$ cat src/rtl/piano_key_sched.sv
// rtl/piano_key_sched.sv - debounced four-key note scheduler with press-order stack and release tail
module piano_key_sched #(
  parameter int DEBOUNCE    = 665000,
  parameter int DBW         = 20,
  parameter int TAIL_CYCLES = 6650000,
  parameter int TW          = 23
) (
  input  logic       clk,
  input  logic       rst,
  input  logic       key1,
  input  logic       key2,
  input  logic       key3,
  input  logic       key4,
  output logic [3:0] held,
  output logic       note_valid,
  output logic [1:0] note_idx,
  output logic       note_start
);

  localparam logic [1:0] ST_IDLE = 2'd0;
  localparam logic [1:0] ST_PLAY = 2'd1;
  localparam logic [1:0] ST_TAIL = 2'd2;

  logic [3:0]     keys;
  logic [3:0]     s1, s2, held_prev;
  logic [DBW-1:0] cnt [4];
  logic [3:0]     rise, fall;
  // Stack entry j lives in bits [2j+1:2j]; entry depth-1 is the top.
  logic [7:0]     stk, stk_nx;
  logic [2:0]     depth, depth_nx;
  logic [1:0]     top_nx;
  logic [1:0]     state;
  logic [TW-1:0]  tail_cnt;

  assign keys = {key4, key3, key2, key1};
  assign rise = held & ~held_prev;
  assign fall = ~held & held_prev;

  // Drop key k from the stack, compacting the entries above it downward.
  function automatic logic [10:0] st_remove(input logic [10:0] st, input logic [1:0] k);
    logic [7:0] e;
    logic [7:0] n;
    logic [2:0] d;
    logic [2:0] o;
    e = st[7:0];
    d = st[10:8];
    n = 8'd0;
    o = 3'd0;
    for (int j = 0; j < 4; j++) begin
      if ((3'(j) < d) && (e[2*j +: 2] != k)) begin
        n[{o[1:0], 1'b0} +: 2] = e[2*j +: 2];
        o = o + 3'd1;
      end
    end
    return {o, n};
  endfunction

  // Push key k on top; the stack can never hold more than the four keys.
  function automatic logic [10:0] st_push(input logic [10:0] st, input logic [1:0] k);
    logic [7:0] e;
    logic [2:0] d;
    e = st[7:0];
    d = st[10:8];
    if (d < 3'd4) begin
      e[{d[1:0], 1'b0} +: 2] = k;
      d = d + 3'd1;
    end
    return {d, e};
  endfunction

  // Two-flop synchronizer for the asynchronous key levels.
  always_ff @(posedge clk) begin
    if (rst) begin
      s1 <= 4'd0;
      s2 <= 4'd0;
    end else begin
      s1 <= keys;
      s2 <= s1;
    end
  end

  // Per-key debounce: accept a new level only after it persists DEBOUNCE cycles.
  always_ff @(posedge clk) begin
    if (rst) begin
      held <= 4'd0;
      for (int i = 0; i < 4; i++) cnt[i] <= '0;
    end else begin
      for (int i = 0; i < 4; i++) begin
        if (s2[i] != held[i]) begin
          if (cnt[i] == DBW'(DEBOUNCE - 1)) begin
            held[i] <= s2[i];
            cnt[i]  <= '0;
          end else begin
            cnt[i] <= cnt[i] + 1'b1;
          end
        end else begin
          cnt[i] <= '0;
        end
      end
    end
  end

  // Previous-cycle copy of held for edge detection.
  always_ff @(posedge clk) begin
    if (rst) held_prev <= 4'd0;
    else     held_prev <= held;
  end

  // Next stack: releases first, then presses in ascending key order so the highest key lands on top.
  always_comb begin
    logic [10:0] st;
    st = {depth, stk};
    for (int k = 0; k < 4; k++) begin
      if (fall[k]) st = st_remove(st, 2'(k));
    end
    for (int k = 0; k < 4; k++) begin
      if (rise[k]) st = st_push(st_remove(st, 2'(k)), 2'(k));
    end
    stk_nx   = st[7:0];
    depth_nx = st[10:8];
    case (depth_nx)
      3'd1:    top_nx = stk_nx[1:0];
      3'd2:    top_nx = stk_nx[3:2];
      3'd3:    top_nx = stk_nx[5:4];
      3'd4:    top_nx = stk_nx[7:6];
      default: top_nx = 2'd0;
    endcase
  end

  // Register the press-order stack.
  always_ff @(posedge clk) begin
    if (rst) begin
      stk   <= 8'd0;
      depth <= 3'd0;
    end else begin
      stk   <= stk_nx;
      depth <= depth_nx;
    end
  end

  // Gate FSM; it looks at the next stack so outputs follow the stack on the same edge.
  always_ff @(posedge clk) begin
    if (rst) begin
      state      <= ST_IDLE;
      tail_cnt   <= '0;
      note_valid <= 1'b0;
      note_idx   <= 2'd0;
      note_start <= 1'b0;
    end else begin
      note_start <= 1'b0;
      case (state)
        ST_PLAY: begin
          if (depth_nx != 3'd0) begin
            note_idx   <= top_nx;
            note_start <= (top_nx != note_idx);
          end else if (TAIL_CYCLES == 0) begin
            state      <= ST_IDLE;
            note_valid <= 1'b0;
          end else begin
            state    <= ST_TAIL;
            tail_cnt <= '0;
          end
        end
        ST_TAIL: begin
          if (depth_nx != 3'd0) begin
            state      <= ST_PLAY;
            note_idx   <= top_nx;
            note_start <= 1'b1;
          end else if (tail_cnt == TW'(TAIL_CYCLES - 1)) begin
            state      <= ST_IDLE;
            note_valid <= 1'b0;
          end else begin
            tail_cnt <= tail_cnt + 1'b1;
          end
        end
        default: begin
          if (depth_nx != 3'd0) begin
            state      <= ST_PLAY;
            note_idx   <= top_nx;
            note_valid <= 1'b1;
            note_start <= 1'b1;
          end
        end
      endcase
    end
  end

endmodule
$ cat config.mk
export PLATFORM = sky130hd
export DESIGN_NAME = piano_key_sched
export DESIGN_NICKNAME = d
export VERILOG_FILES = /design/src/rtl/piano_key_sched.sv
export SDC_FILE = /design/constraint.sdc
export NUM_CORES = 1
export LEC_CHECK = 0
export ABC_AREA = 1
export BUFFER_PORTS_ARGS = -buffer_cell sky130_fd_sc_hd__buf_4
export CORE_MARGIN = 2
export CORE_UTILIZATION = 55
export DETAILED_ROUTE_END_ITERATION = 10
export PLACE_DENSITY_LB_ADDON = 0.2
export SLEW_MARGIN = 20
export SYNTH_ARGS = -nofsm -noshare
export SYNTH_HDL_FRONTEND = slang
export SYNTH_SLANG_ARGS = --single-unit
$ cat constraint.sdc
create_clock -name clk -period 25 [get_ports clk]
set_clock_uncertainty 0.2 [all_clocks]
set_input_delay 1.25 -clock clk [delete_from_list [all_inputs] [get_ports clk]]
set_output_delay 1.25 -clock clk [all_outputs]
set_load 0.02 [all_outputs]
* Yosys cells after proc, flatten, opt, wreduce, memory -nomap -nowiden
Memories as Yosys holds them, arrays and structs flattened.
Cells that the tools add are included.
** Word-level totals
- Flip-flop bits (word level) :: 56
- Memory bits (writable) :: 80
- Input port bits :: 6
- Output and inout bits :: 8
- Word-level logic and storage cells :: 520
- Memories kept :: 1
** Memory list
- cnt :: depth 4, bits a word 20, rd ports 4, clocked after memory_dff 0, write ports 4, RTL line 26 : logic [DBW-1:0] cnt [4];
** Operators by class
- Add/subtract/negate cells :: 61
- $lt $le $gt $ge :: 36
- Eq/ne operators :: 45
- Shift operators :: 56
- Multiplexer cells :: 239
- Bitwise operators :: 17
- Reductions and logical operators :: 51
** Operators with widths (number)
- 8-bit 2-to-1 mux :: 48
- 20-bit 2-to-1 mux :: 12
- 8-bit bitwise mux :: 28
- 2-bit by 5-bit variable shift with 8-bit output (first input constant) :: 28
- 2-bit by 5-bit indexed part select with 8-bit output :: 24
- 3-bit 2-to-1 mux :: 56
- 3-bit negator with 5-bit output :: 28
- 11-bit 2-to-1 mux :: 8
- 3-bit by 1-bit adder with 3-bit output (second input constant) :: 28
- 20-bit by 1-bit adder with 20-bit output (second input constant) :: 4
- 20-bit equality test (second input constant) :: 4
- 23-bit 2-to-1 mux :: 3
- 1-bit 2-to-1 mux :: 60
- 1-bit by 3-bit < comparator with 1-bit output (first input constant) :: 16
- 2-bit by 3-bit < comparator with 1-bit output (first input constant) :: 16
- 23-bit one-hot mux with 2 select lines :: 1
- 2-bit 2-to-1 mux :: 20
- 2-bit != test (second input constant) :: 20
- 1-bit logical AND :: 32
- 2-bit by 5-bit indexed part select with 8-bit output (first input constant) :: 4
- 23-bit by 1-bit adder with 23-bit output (second input constant) :: 1
- 23-bit equality test (second input constant) :: 1
- 2-bit nonzero test :: 10
- 2-bit by 1-bit != test with 1-bit output (second input constant) :: 8
- 20 further kinds :: 45

* Longest topological paths before layout
- Depth after elaboration :: 137
- Mapped depth :: 147
- Mapped depth without buffers :: 147

* Worst setup path after synthesis
OpenSTA, ideal clock, no wires.
- Path kind :: flip-flop to flip-flop
- From :: register depth[2]
- To :: register tail_cnt[7]
- Library setup time :: 124 ps
- Data arrival time :: 18622 ps
- Required time :: 24676 ps
- Path slack :: 6055 ps
- Stages on the path, launching flop included :: 127
- Path buffers :: 1
- Period minus slack after synthesis :: 18945 ps
- Cells stage by stage :: dfxtp_1 nor2_1 a21oi_1 ha_1 inv_2 nand2_2 nand2_4 inv_1 ha_1 nand3_1 o21ai_0 nand3_1 nand2_1 a21oi_1 a21oi_1 ha_1 inv_1 nand2_4 [91 not listed] ha_1 nand2_1 nand2_1 inv_1 ha_1 nor2_1 nand2_1 nand2_2 inv_2 nor2_4 nand2_4 ha_1 inv_1 nand3_4 buf_6 nor2_2 xor2_1 nor2_1
** On the way
- Longest elaborated chain between the ends :: 133
- Elaborated cells on any way between the ends :: 351
- Classes of those cells :: 52 x add/sub; 36 x order compare; 26 x eq/ne; 48 x shift; 151 x mux; 38 x reduce/logical
** Ends and longest elaborated chain
- from (decl) :: RTL line 30 : logic [2:0] depth, depth_nx;
- from (signal assigned) :: RTL line 137 : depth <= depth_nx;
- 1-bit by 3-bit < comparator with 1-bit output :: RTL line 50 : if ((3'(j) < d) && (e[2*j +: 2] != k)) begin
- 1-bit logical AND :: RTL line 50
- 1-bit 2-to-1 mux :: RTL line 50
- 3-bit 2-to-1 mux :: RTL line 114 : if (fall[k]) st = st_remove(st, 2'(k));
- 3-bit by 1-bit adder with 3-bit output / 3-bit negator with 5-bit output (equally long branches) :: RTL line 52, 51
- 3-bit 2-to-1 mux, or another cell as far along :: RTL line 50
- 3-bit 2-to-1 mux / 8-bit bitwise mux (equally long branches) :: RTL line 114, 51
- 3-bit by 1-bit adder with 3-bit output, or another cell as far along :: RTL line 52 : o = o + 3'd1;
- [117 not listed]
- 3-bit 2-to-1 mux :: RTL line 50
- 3-bit 2-to-1 mux :: RTL line 117 : if (rise[k]) st = st_push(st_remove(st, 2'(k)), 2'(k));
- 3-bit by 1-bit adder with 3-bit output / 3-bit < comparator (equally long branches) :: RTL line 66, 64
- 3-bit 2-to-1 mux :: RTL line 64 : if (d < 3'd4) begin
- 11-bit 2-to-1 mux (*) :: RTL line 117
- 3-bit nonzero test (*) :: RTL line 153, 165
- 2-bit != test (no source line)
- 4-bit AND reduction (no source line) (*)
- to (signal assigned) :: RTL line 173 : tail_cnt <= tail_cnt + 1'b1;
- to (decl) :: RTL line 33 : logic [TW-1:0] tail_cnt;
Every way passes the cells marked *; elsewhere a longest branch is shown, timed or not. The select of a mux whose other input is x is not followed.
A chain may end at the register's enable or synchronous reset.

* Worst setup path after layout
- From :: register depth[2]
- To :: register tail_cnt[9]
The elaborated chain is that of the path after synthesis.

==> flow_metrics.tcl <==
set metrics [dict create \
    status "completed" \
    die_area_um2 28000 \
    initial_utilization_pct 56.14 \
    hpwl_mm 28.56 \
    fp.coreArea_um2 26130 \
    max_stage_delay_ns 0.41 \
    track_usage_pct 25.59 \
    rsz0062_at_grt "false" \
    synth_top_family_by_area "simple AND/OR/NAND/NOR gates" \
    ys_ff_latch 136 \
    cts_tree "done" \
    p_per_area_nw_per_um2 35.58 \
    yosysSeqAreaShare_pct 24.02 \
    remaining_drc_errors 0 \
    cts_root_buf "clkbuf_16" \
    cap_violations 0 \
    num_vias 14180 \
    yosysTopAreaCellShare_pct 16.38 \
    final_cell_mix "502 x nand2_1, 323 x inv_1, 269 x nor2_1, 235 x nand3_1, 102 x ha_1" \
    cts_resized 0 \
    gp_congestion 0.9603 \
    drt_first_pass_iters 6 \
    cp.arrival_ns 22.09 \
    synth_fa_ha_area_share_pct 8.699 \
    dr.first_iter.drc_count 1043 \
    rows 59 \
    fin_crit_ns 21.98 \
    antenna_found_initial 0 \
    fp.dieH_um 167.3 \
    cts_buffers 17 \
    grt_pass1_wl_mm 60.66 \
    reg2reg_slack_ns 3.02 \
    synth-simple-area-share_pct 47.40 \
    critPathCaptureType "flip-flop" \
    period_share_pct 87.94 \
    area_delta_synth_final_pct 8.904 \
    layout_commonest_cell "nand2_1" \
    wl_mm 35.72 \
    clockBufferDepth 2 \
    wl_met3_mm 1.381 \
    setup-tns-final_ns 0 \
    synthCells 2217 \
    route.top_layer_used "met4" \
    syn-cell-area_um2 14670 \
    max_slew.worst_pin.slew_ns 1.015 \
    die-width_um 167.3 \
    critical_path_required_ns 25.11 \
    synth.area.top_cells "edfxtp_1 16%, nand2_1 13%, ha_1 8.7%" \
    ys_warn_count 0 \
    nets 2417 \
    cts.sinks 136 \
    finalHoldViolations 0 \
    h-tree-depth 4 \
    layout-drive-gt1-share_pct 12.02 \
    wire_per_inst_um 13.44 \
    io_pins 14 \
    synth-edff-count 80 \
    clkSlewWorstSetupHoldPaths_ns 0.07 \
    hold_buffers 0 \
    synth.area.mux_share_pct 0 \
    synth_area_per_cell_um2 6.617 \
    max_freq_mhz 45.49 \
    grt_max_degree 41 \
    setup_violations 0 \
    ant_nets 0 \
    path_max_fanout 23 \
    leakagePower_nw 7.582 \
    irDropWorstVdd_uv 46.81 \
    synth_compound_area_share_pct 7.599 \
    n_antenna_cell 0 \
    synth_xor_area_share_pct 1.791 \
    synthArstFlopShare_pct 0 \
    total_power_mw 0.5685 \
    start_kind "flip-flop" \
    slew_violations 0 \
    wl_met2_mm 16.79 \
    grt_pass1_vias 13370 \
    viasPerCell 5.338 \
    gr-total-overflow 0 \
    synth.distinct_cells 61 \
    cts_setup_buffers 0 \
    insertion_delay_ns 0.43 \
    max-slew-margin-rel_pct 32.05 \
    synth_top_area_cell "edfxtp_1" \
    wl_met1_mm 16.87 \
    port-buffer-count 13 \
    hp-class "flip-flop to flip-flop" \
    crit_path_top_delay_cell "ha_1" \
    crit_type "flip-flop to flip-flop" \
    synth_top_flop_cell "edfxtp_1" \
]
==> flip-flops by register name (all words and copies together) (netlist names) <==
register,flops
cnt,80
held,4
depth,3
state,2
s2,4
stk,8
note_start,1
held_prev,4
s1,4
note_valid,1
note_idx,2
tail_cnt,23
==> logic make-up after synthesis <==
group,Yosys count
and+or+nand+nor,1365
buffers and inverters,389
AOI/OAI and AO/OA,194
DFF,136
adders and majority gates,102
xor gates and xnor gates,30
other,1
==> layout make-up <==
class / count / area [um2]
repair buffers: 16 / 120.1
multi-input cells: 1771 / 9908
clock inverters: 14 / 165.2
well taps: 335 / 419.2
flip-flops and latches: 136 / 3523
clock buffers: 18 / 450.4
inverters: 367 / 1390
fillers: 2477 / 10160
==> cells in the mapped netlist (12+ instances only) <==
master / instances
nand2_1: 502
inv_1: 323
nor2_1: 269
nand3_1: 235
ha_1: 102
a21oi_1: 81
edfxtp_1: 80
nand4_1: 74
o21ai_0: 67
nand2_2: 64
nor3_1: 64
dfxtp_1: 56
nand2_4: 51
inv_2: 32
xor2_1: 23
nand3_2: 21
nand3_4: 18
nor4_1: 16
o21ai_1: 12
==> layer usage <==
layer | GRT usage, % | vias to the layer above
met5 | 0 | -
met4 | 7.335 | 0
met3 | 3.143 | 60
met2 | 43.66 | 314
met1 | 34.17 | 6471
li1 | - | 7339
==> report_power, final <==
part / switching, mW / total (mW) / internal [mW]
Clock: 0.112 / 0.261 / 0.149
Combinational: 0.0403 / 0.0545 / 0.0141
Sequential: 0.00675 / 0.253 / 0.247
==> per-stage QoR <==
stage / util, % / area [um2] / hold WS (ns) / worst slack (ns) / std cells
6_report: 61.14 / 15980 / 0.2053 / 3.015 / 2657
5_1_grt: 61.14 / 15980 / 0.2212 / 0.8729 / 2657
4_1_cts: 61.14 / 15980 / 0.2076 / 3.290 / 2657
3_5_place_dp: 58.78 / 15360 / 0.1984 / 3.338 / 2625
3_3_place_gp: 58.78 / 15360 / 0.1895 / 4.379 / 2625
2_1_floorplan: - / 14970 / 0.1883 / 6.055 / 2296
==> worst paths after layout <==
check | end | cells after the start | startpoint
hold / removal | s2[2]$_SDFF_PP0_ | 2 | s1[2]$_SDFF_PP0_
setup reg to reg | tail_cnt[9]$_SDFFE_PP0P_ | 128 | depth[2]$_SDFF_PP0_
setup / recovery | tail_cnt[9]$_SDFFE_PP0P_ | 128 | depth[2]$_SDFF_PP0_
hold reg to reg | s2[2]$_SDFF_PP0_ | 2 | s1[2]$_SDFF_PP0_
==> critical path: cells and delay by family, from the launching register on <==
family / cells / cell delay [ns]
AOI/OAI and AO/OA: 14 / 3.38
and+or+nand+nor: 58 / 7.22
DFF: 1 / 0.38
xor gates and xnor gates: 1 / 0.15
adders and majority gates: 21 / 6.62
buffers and inverters: 34 / 3.88
Note: power is estimated with default switching activity, not from simulation.
